===== config.mk =====
export PLATFORM = sky130hd
export DESIGN_NAME = tipi_link_master
export DESIGN_NICKNAME = d
export VERILOG_FILES = /design/src/rtl/tipi_link_master.sv
export SDC_FILE = /design/constraint.sdc
export NUM_CORES = 1
export LEC_CHECK = 0
export ABC_CLOCK_PERIOD_IN_PS = 4200
export CORE_MARGIN = 2
export CORE_UTILIZATION = 61
export CTS_BUF_LIST = sky130_fd_sc_hd__clkbuf_8
export CTS_CLUSTER_DIAMETER = 150
export DETAILED_ROUTE_END_ITERATION = 16
export PLACE_DENSITY = 0.94
export SKIP_LAST_GASP = 1
export SYNTH_ARGS = -nofsm -noshare
export SYNTH_HDL_FRONTEND = slang
export SYNTH_SLANG_ARGS = --single-unit

===== constraint.sdc =====
create_clock -name clk -period 4.2 [get_ports clk]
set_input_delay 1.05 -clock clk [delete_from_list [all_inputs] [get_ports clk]]
set_output_delay 1.05 -clock clk [all_outputs]
set_load 0.05 [all_outputs]

===== src/rtl/tipi_link_master.sv =====
// TI-99 TIPI link master: shifts one byte to RD/RC or from TD/TC over r_clk/r_le/r_dout/r_din.
// Latency 21*HALF+1 (write) / 19*HALF+1 (read) busy cycles; req is ignored while busy, never queued.
module tipi_link_master #(
  parameter int HALF = 4
) (
  input  logic       clk,
  input  logic       reset_n,
  input  logic       req,
  input  logic       wr,
  input  logic       cd,
  input  logic [0:7] wdata,
  output logic       busy,
  output logic       done,
  output logic [0:7] rdata,
  output logic       perr,
  output logic       r_clk,
  output logic       r_le,
  output logic       r_dout,
  output logic       r_rt,
  output logic       r_cd,
  input  logic       r_din
);

  localparam int CW = $clog2(HALF);

  typedef enum logic [3:0] {
    S_IDLE, S_SETUP, S_LOAD, S_SHIFT_HI, S_SHIFT_LO,
    S_LATCH_HI, S_LATCH_LO, S_PAR_HI, S_PAR_LO, S_DONE
  } state_t;

  state_t        state;
  logic [CW-1:0] div_cnt;
  logic [2:0]    bit_cnt;
  logic          wr_q;
  logic [0:7]    wdata_q;
  logic [0:7]    shreg;
  logic          par_s;
  logic          din_s1, din_s2;
  logic          last;

  assign last = (div_cnt == CW'(HALF - 1));

  always_ff @(posedge clk or negedge reset_n) begin
    if (!reset_n) begin
      din_s1 <= 1'b0;
      din_s2 <= 1'b0;
    end else begin
      din_s1 <= r_din;
      din_s2 <= din_s1;
    end
  end

  always_ff @(posedge clk or negedge reset_n) begin
    if (!reset_n) begin
      state   <= S_IDLE;
      div_cnt <= '0;
      bit_cnt <= '0;
      wr_q    <= 1'b0;
      wdata_q <= '0;
      shreg   <= '0;
      par_s   <= 1'b0;
      busy    <= 1'b0;
      done    <= 1'b0;
      rdata   <= '0;
      perr    <= 1'b0;
      r_clk   <= 1'b0;
      r_le    <= 1'b0;
      r_dout  <= 1'b0;
      r_rt    <= 1'b0;
      r_cd    <= 1'b0;
    end else begin
      done <= 1'b0;
      case (state)
        S_IDLE: begin
          if (req) begin
            state   <= S_SETUP;
            busy    <= 1'b1;
            wr_q    <= wr;
            wdata_q <= wdata;
            r_rt    <= ~wr;
            r_cd    <= cd;
            r_dout  <= wr ? wdata[0] : 1'b0;
            perr    <= 1'b0;
            div_cnt <= '0;
            bit_cnt <= '0;
          end
        end
        S_DONE: begin
          state <= S_IDLE;
          busy  <= 1'b0;
        end
        default: begin
          div_cnt <= last ? '0 : div_cnt + CW'(1);
          // Link data is taken at the very end of the high phase, when it has settled longest.
          if (last && state == S_SHIFT_HI && !wr_q) shreg[bit_cnt] <= din_s2;
          if (last && state == S_PAR_HI) par_s <= din_s2;
          if (last) begin
            case (state)
              S_SETUP: begin
                if (wr_q) begin
                  state <= S_SHIFT_HI;
                  r_clk <= 1'b1;
                end else begin
                  state <= S_LOAD;
                  r_le  <= 1'b1;
                end
              end
              S_LOAD: begin
                state <= S_LATCH_LO;
                r_le  <= 1'b0;
              end
              S_SHIFT_HI: begin
                state <= S_SHIFT_LO;
                r_clk <= 1'b0;
                if (wr_q && bit_cnt != 3'd7) r_dout <= wdata_q[bit_cnt + 3'd1];
              end
              S_SHIFT_LO: begin
                if (bit_cnt == 3'd7) begin
                  if (wr_q) begin
                    state <= S_LATCH_HI;
                    r_le  <= 1'b1;
                  end else begin
                    state <= S_DONE;
                    done  <= 1'b1;
                    rdata <= shreg;
                  end
                end else begin
                  bit_cnt <= bit_cnt + 3'd1;
                  state   <= S_SHIFT_HI;
                  r_clk   <= 1'b1;
                end
              end
              S_LATCH_HI: begin
                state <= S_LATCH_LO;
                r_le  <= 1'b0;
              end
              S_LATCH_LO: begin
                state <= wr_q ? S_PAR_HI : S_SHIFT_HI;
                r_clk <= 1'b1;
              end
              S_PAR_HI: begin
                state <= S_PAR_LO;
                r_clk <= 1'b0;
              end
              S_PAR_LO: begin
                state <= S_DONE;
                done  <= 1'b1;
                perr  <= par_s ^ (^wdata_q);
              end
              default: state <= S_IDLE;
            endcase
          end
        end
      endcase
    end
  end

endmodule


==> run_results.csv, run 1 <==
group,metric,value,unit
global_route,overflow,0,
yosys,ys_seq_area_share,48.9,%
yosys,synth_seq_cells,45,
routing,vias,1577,
global_route,use_met1,30.5,%
worst_setup_path,path_buf_inv,1,
floorplan,die_h,65.4,um
clock_tree,cts_buffer_depth,2,
cells_and_area,drive_above_1_share,21.7,%
worst_setup_path,endpoint_kind,"primary output",
yosys,yosysWarnings,0,
floorplan,core_area,3630,sq um
worst_setup_path,cp.required,3150,ps
global_route,antenna_found_initial,0,
clock_tree,insertion_delay,300,ps
placement,hpwlAfterDp,2890,um
sta,worst_slack,1670,ps
sta,hold_viol_final,0,
routing,drcViolationCount,0,
yosys,synth_ff_type,"dfrtp_1",
worst_setup_path,path_cells,"clkdlybuf4s50_1",
cells_and_area,fin_nets,234,
worst_setup_path,critPathKind,"reg2out",
floorplan,ios,30,
routing,drt-initial-drc-count,59,
sta,min_period,2530,ps
placement,dp.cells,257,
worst_setup_path,crit_slowest_cell,"clkdlybuf4s50_1",
routing,wirelength,4260,um
yosys,synth-edff-count,0,
placement,gp_congestion,0.747,
yosys,syn-cell-area,2300,sq um
cells_and_area,fin_cells,265,
clock_tree,cts_sinks,45,
routing,final_antenna_net_count,0,
clock_tree,cts_root_buffer,"clkbuf_8",
global_route,grt_use_total,22.9,%
sta,setup_tns,0,ps
floorplan,start_util,63.4,%
worst_setup_path,crit_arrival,1480,ps
yosys,synth_cells,191,
routing,wire_per_inst,16.1,um
clock_tree,cts_buffers,5,
global_route,grt_max_degree,46,
yosys,synth_top_area_share,48.9,%
global_route,grt_first_pass_wirelength,7340,um
routing,viasPerCell,5.95,
yosys,synth_nets,209,
placement,dp_worst_setup_slack,1640,ps
sta,rsz0062_at_grt,"false",
pwr,power_density,753,nW/um^2
sta,report.final.slew_viol_count,0,
yosys,avgSynthCellArea,12.1,sq um
worst_setup_path,start_kind,"register",
yosys,ys_types,48,
routing,drtPass1Iterations,4,
sta,slew_headroom,36.8,%
cells_and_area,final_common_cell,"dfrtp_1",
sta,fmax,395,MHz
status,outcome,"complete, no violations",
cells_and_area,diodes,0,
clock_tree,clk_pin_slew,80,ps
worst_setup_path,path_max_fanout,3,
cells_and_area,mostFrequentLayoutCells,"dfrtp_1 (45), clkdlybuf4s50_1 (28), mux2_2 (25)",
yosys,async_flop_share,100,%
job,maxCapViolCount,0,
global_route,grt_util_met2,37.2,%
cells_and_area,syn_to_final_growth,17.1,%
clock_tree,post_cts_buffers,0,
sta,skew,9.23,ps
clock_tree,cts_hold_buf,0,
yosys,synth_area_leaders,"dfrtp_1 (49%), mux2_2 (12%), mux2_4 (4.6%), a21oi_1 (2.8%), ha_1 (2.2%)",
floorplan,rows,22,
worst_setup_path,critPathTopFamily,"buffers and inverters",
clock_tree,cts_resized,0,
pwr,ir_drop,0.000580,V
clock_tree,cts_tree,"yes",
global_route,top_usage_layer,"met2",
floorplan,die_area,4280,sq um
global_route,grt_pass1_vias,1533,
sta,fin_crit_sh,60.2,%
global_route,grt_util_met3,4.79,%
placement,port_buffers,29,
worst_hold_path,hp-class,"reg2reg",
clock_tree,htreeDepth,2,
yosys,synth_top_area_cell,"dfrtp_1",
floorplan,fp.dieW,65.4,um
sta,setup_viol_count_final,0,
pwr,power.leakage,1.21,nW
worst_setup_path,cpPeakStageDelay,810,ps
sta,tightest_slew,947,ps
synth_stat cells, types with 2 or more instances:
library cell	instances
o21ai_0	9
mux2_4	7
nand4_1	2
nand2_1	4
clkbuf_1	4
buf_2	5
ha_1	4
nand3_1	4
xor2_1	2
and2b_1	2
buf_6	2
nor2b_1	5
mux4_2	2
mux2_2	25
nand3b_1	2
nor3_1	4
nor3b_1	2
a21oi_1	13
nand2b_1	2
dfrtp_1	45
a31oi_1	2
nor2_1	10
o22ai_1	2
inv_1	4
xnor2_1	5
area by class of cell:
| cell class | count | area [sq um] |
|---|---|---|
| repair buffers | 29 | 285 |
| multi-input cells | 131 | 1100 |
| fillers | 247 | 937 |
| clock inverters | 3 | 42.5 |
| well taps | 48 | 60.1 |
| flip-flops and latches | 45 | 1130 |
| inverters | 4 | 15.0 |
| clock buffers | 5 | 68.8 |
logic make-up (layout without fill, tap and decap cells):
family	count (synthesis)	count (layout)	share of synthesized area [%]
and+or+nand+nor	47	47	12.8
DFF	45	45	48.9
AOI/OAI and AO/OA	37	37	9.89
muxes	35	35	19.2
buffers and inverters	15	41	3.37
xor gates and xnor gates	8	8	3.64
adders and majority gates	4	4	2.17
worst paths after layout:
path                            end      from  cells after the start  slack, ps
max in group asynchronous      perr   reset_n                      1       2720
min                          din_s2    din_s1                      0        360
max reg2reg                shreg[2]  state[0]                      4       2000
min reg2reg                  din_s2    din_s1                      0        360
max                           r_clk     r_clk                      1       1670
min in group asynchronous      r_cd   reset_n                      1        890
metal layers:
metal,share of wire [%],vias to the layer above
met5,0,-
met4,1.4,0
met3,4.8,10
met2,51,44
met1,43,777
li1,-,746
metrics by stage:
stage          util, %  area [sq um]  power, W  hold slack [ps]
2_1_floorplan        -          2300   0.00151              331
3_3_place_gp      71.1          2580   0.00165              340
3_5_place_dp      71.1          2580   0.00170              343
4_1_cts           74.2          2700   0.00203              363
5_1_grt           74.2          2700   0.00216              368
6_report          74.2          2700   0.00203              364
report_power, final:
group	internal (W)	leakage, nW	switching [W]
Sequential	0.000573	0.575	0.000221
Clock	0.000176	0.0595	0.000148
Combinational	0.000483	0.573	0.000429
Total	0.00123	1.21	0.000798
sequential cells by signal, indices dropped and copies added (netlist names):
| register | count |
|---|---|
| bit_cnt | 3 |
| busy | 1 |
| din_s1 | 1 |
| din_s2 | 1 |
| div_cnt | 2 |
| done | 1 |
| par_s | 1 |
| perr | 1 |
| r_cd | 1 |
| r_clk | 1 |
| r_dout | 1 |
| r_le | 1 |
| r_rt | 1 |
| rdata | 8 |
| shreg | 8 |
| state | 4 |
| wdata_q | 8 |
| wr_q | 1 |
Note: power is estimated with default switching activity, not from simulation.
==> run 2: changes to the inputs <==
--- a/config.mk
+++ b/config.mk
@@ -5,13 +5,13 @@
 export SDC_FILE = /design/constraint.sdc
 export NUM_CORES = 1
 export LEC_CHECK = 0
-export ABC_CLOCK_PERIOD_IN_PS = 4200
+export ABC_CLOCK_PERIOD_IN_PS = 2450
 export CORE_MARGIN = 2
-export CORE_UTILIZATION = 61
+export CORE_UTILIZATION = 57
 export CTS_BUF_LIST = sky130_fd_sc_hd__clkbuf_8
 export CTS_CLUSTER_DIAMETER = 150
 export DETAILED_ROUTE_END_ITERATION = 16
-export PLACE_DENSITY = 0.94
+export PLACE_DENSITY = 0.89
 export SKIP_LAST_GASP = 1
 export SYNTH_ARGS = -nofsm -noshare
 export SYNTH_HDL_FRONTEND = slang
==> constraint.sdc (replaced) <==
create_clock -name clk -period 2.45 [get_ports clk]
set_input_delay 0.6125 -clock clk [delete_from_list [all_inputs] [get_ports clk]]
set_output_delay 0.6125 -clock clk [all_outputs]
set_load 0.05 [all_outputs]
==> run 2 against run 1 <==
Sequential share of layout area shrank 0.36 points. Global-route usage shrank 2.3 points. Cell count grew 3.0%. Sequential power rose by 62%. Cell area rose by 0.88%. Clock-buffer cell count did not move. Via count grew 1.1%. First-iteration DRC count up 140%.
==> run_results.csv, run 2 (same netlist as run 1, synthesis figures left out) <==
group,metric,value,unit
worst_setup_path,cp-startpoint,"r_clk",
clock_tree,cts_sinks,45,
pwr,combPwrFrac,48.9,%
floorplan,start_util,58.4,%
sta,setup_tns,0,ps
global_route,overflow,0,
sta,fin_crit_sh,85.6,%
floorplan,die_area,4560,sq um
cells_and_area,fin_nets,240,
sta,tightest_slew,539,ps
global_route,grt_pass1_vias,1451,
sta,report.final.slew_viol_count,0,
worst_hold_path,hold_path_depth,0,
cells_and_area,syn_to_final_growth,18.2,%
placement,port_buffers,29,
pwr,p_int,0.00205,W
worst_setup_path,start_kind,"register",
clock_tree,cts_tree,"yes",
pwr,power.leakage,1.22,nW
cells_and_area,diodes,0,
worst_setup_path,cpPeakStageDelay,810,ps
sta,worst_slack,352,ps
worst_setup_path,cp.required,1840,ps
pwr,p_switching,0.00136,W
sta,rsz0062_at_grt,"false",
pwr,p_total,0.00341,W
routing,wire_per_inst,15.0,um
global_route,antenna_found_initial,0,
placement,dp_worst_setup_slack,353,ps
sta,skew,6.21,ps
routing,final_antenna_net_count,0,
worst_setup_path,r2r_slack,460,ps
clock_tree,htreeDepth,2,
clock_tree,cts_buffer_depth,2,
worst_setup_path,r2r_end,"r_dout",
worst_setup_path,critPathTopFamily,"buffers and inverters",
routing,drcViolationCount,0,
floorplan,ios,30,
worst_setup_path,crit_slowest_cell,"clkdlybuf4s50_1",
sta,fmax,477,MHz
global_route,grt_max_degree,46,
worst_setup_path,path_cells,"clkdlybuf4s50_1",
routing,wirelength,4090,um
routing,vias,1594,
routing,drtPass1Iterations,4,
pwr,netSwitchingFraction,39.9,%
worst_setup_path,r2r-start,"bit_cnt[1]",
clock_tree,insertion_delay,300,ps
worst_setup_path,path_depth,1,
worst_setup_path,crit_end,"r_clk",
clock_tree,cts_root_buffer,"clkbuf_8",
placement,gp_congestion,0.772,
clock_tree,cts_hold_buf,0,
global_route,grt_use_total,20.6,%
routing,viasPerCell,5.84,
clock_tree,cts_resized,0,
cells_and_area,stdcell_area,2720,sq um
pwr,p_seq_share,37.9,%
job,maxCapViolCount,0,
worst_setup_path,reg2regPathDepth,5,
routing,drt-initial-drc-count,140,
clock_tree,cts_buffers,5,
status,outcome,"complete, no violations",
cells_and_area,final_common_cell,"dfrtp_1",
floorplan,fp.dieW,67.6,um
floorplan,die_h,67.6,um
cells_and_area,fill_cells,291,
floorplan,core_area,3940,sq um
cells_and_area,drive_above_1_share,23.8,%
pwr,power_density,1250,nW/um^2
pwr,ir_drop,0.000880,V
sta,min_period,2100,ps
placement,hpwlAfterDp,2960,um
worst_setup_path,path_max_fanout,3,
worst_setup_path,critPathKind,"reg2out",
global_route,grt_first_pass_wirelength,6790,um
worst_setup_path,endpoint_kind,"primary output",
worst_setup_path,path_buf_inv,1,
worst_setup_path,crit_arrival,1490,ps
cells_and_area,mostFrequentLayoutCells,"dfrtp_1 (45), clkdlybuf4s50_1 (28), mux2_2 (25)",
worst_hold_path,hp-class,"reg2reg",
placement,placed_area,2630,sq um
clock_tree,post_cts_buffers,0,
cells_and_area,largest_registers,"rdata x8, shreg x8, wdata_q x8",
sta,slew_headroom,64.1,%
sta,hold_viol_final,0,
clock_tree,clk_pin_slew,90,ps
floorplan,rows,23,
pwr,power_frac_clock,13.2,%
sta,setup_viol_count_final,0,
==> run 2: power groups by stage <==
stage                     clock network (W)  logic, W  registers (W)
after floorplan                           0   0.00125        0.00134
after global placement                    0   0.00160        0.00129
after detailed placement                  0   0.00166        0.00131
after CTS                          0.000462   0.00167        0.00129
after global routing               0.000494   0.00181        0.00134
final                              0.000452   0.00167        0.00129
==> run 2: final cells by class <==
| type | instances | area [sq um] | share of cell area [%] |
|---|---|---|---|
| repair buffers | 35 | 330 | 12.1 |
| multi-input cells | 131 | 1100 | 40.4 |
| flip-flops and latches | 45 | 1130 | 41.4 |
| inverters | 4 | 15.0 | 0.552 |
| clock buffers | 5 | 68.8 | 2.53 |
| well taps | 50 | 62.6 | 2.30 |
| clock inverters | 3 | 18.8 | 0.690 |
==> run 2: routing by layer <==
layer | wire length, um | track usage (%) | vias up
met5 | 0 | 0 | -
met4 | 64 | 8.93 | 0
met3 | 168 | 5.67 | 5
met2 | 2050 | 32.0 | 41
met1 | 1800 | 27.1 | 792
li1 | - | - | 756
==> run 2: worst min-delay path by stage <==
| stage | from | to |
|---|---|---|
| floorplan | reset_n | bit_cnt[0] |
| global placement | din_s1 | din_s2 |
| detailed placement | din_s1 | din_s2 |
| CTS | din_s1 | din_s2 |
| global route | din_s1 | din_s2 |
| finish | din_s1 | din_s2 |
==> run 2: stage by stage <==
stage	instances	hold slack, ps	utilization [%]
floorplan	191	317	-
global placement	265	337	66.8
detailed placement	265	340	66.8
CTS	273	360	69.0
finish	273	356	69.0
global route	273	364	69.0
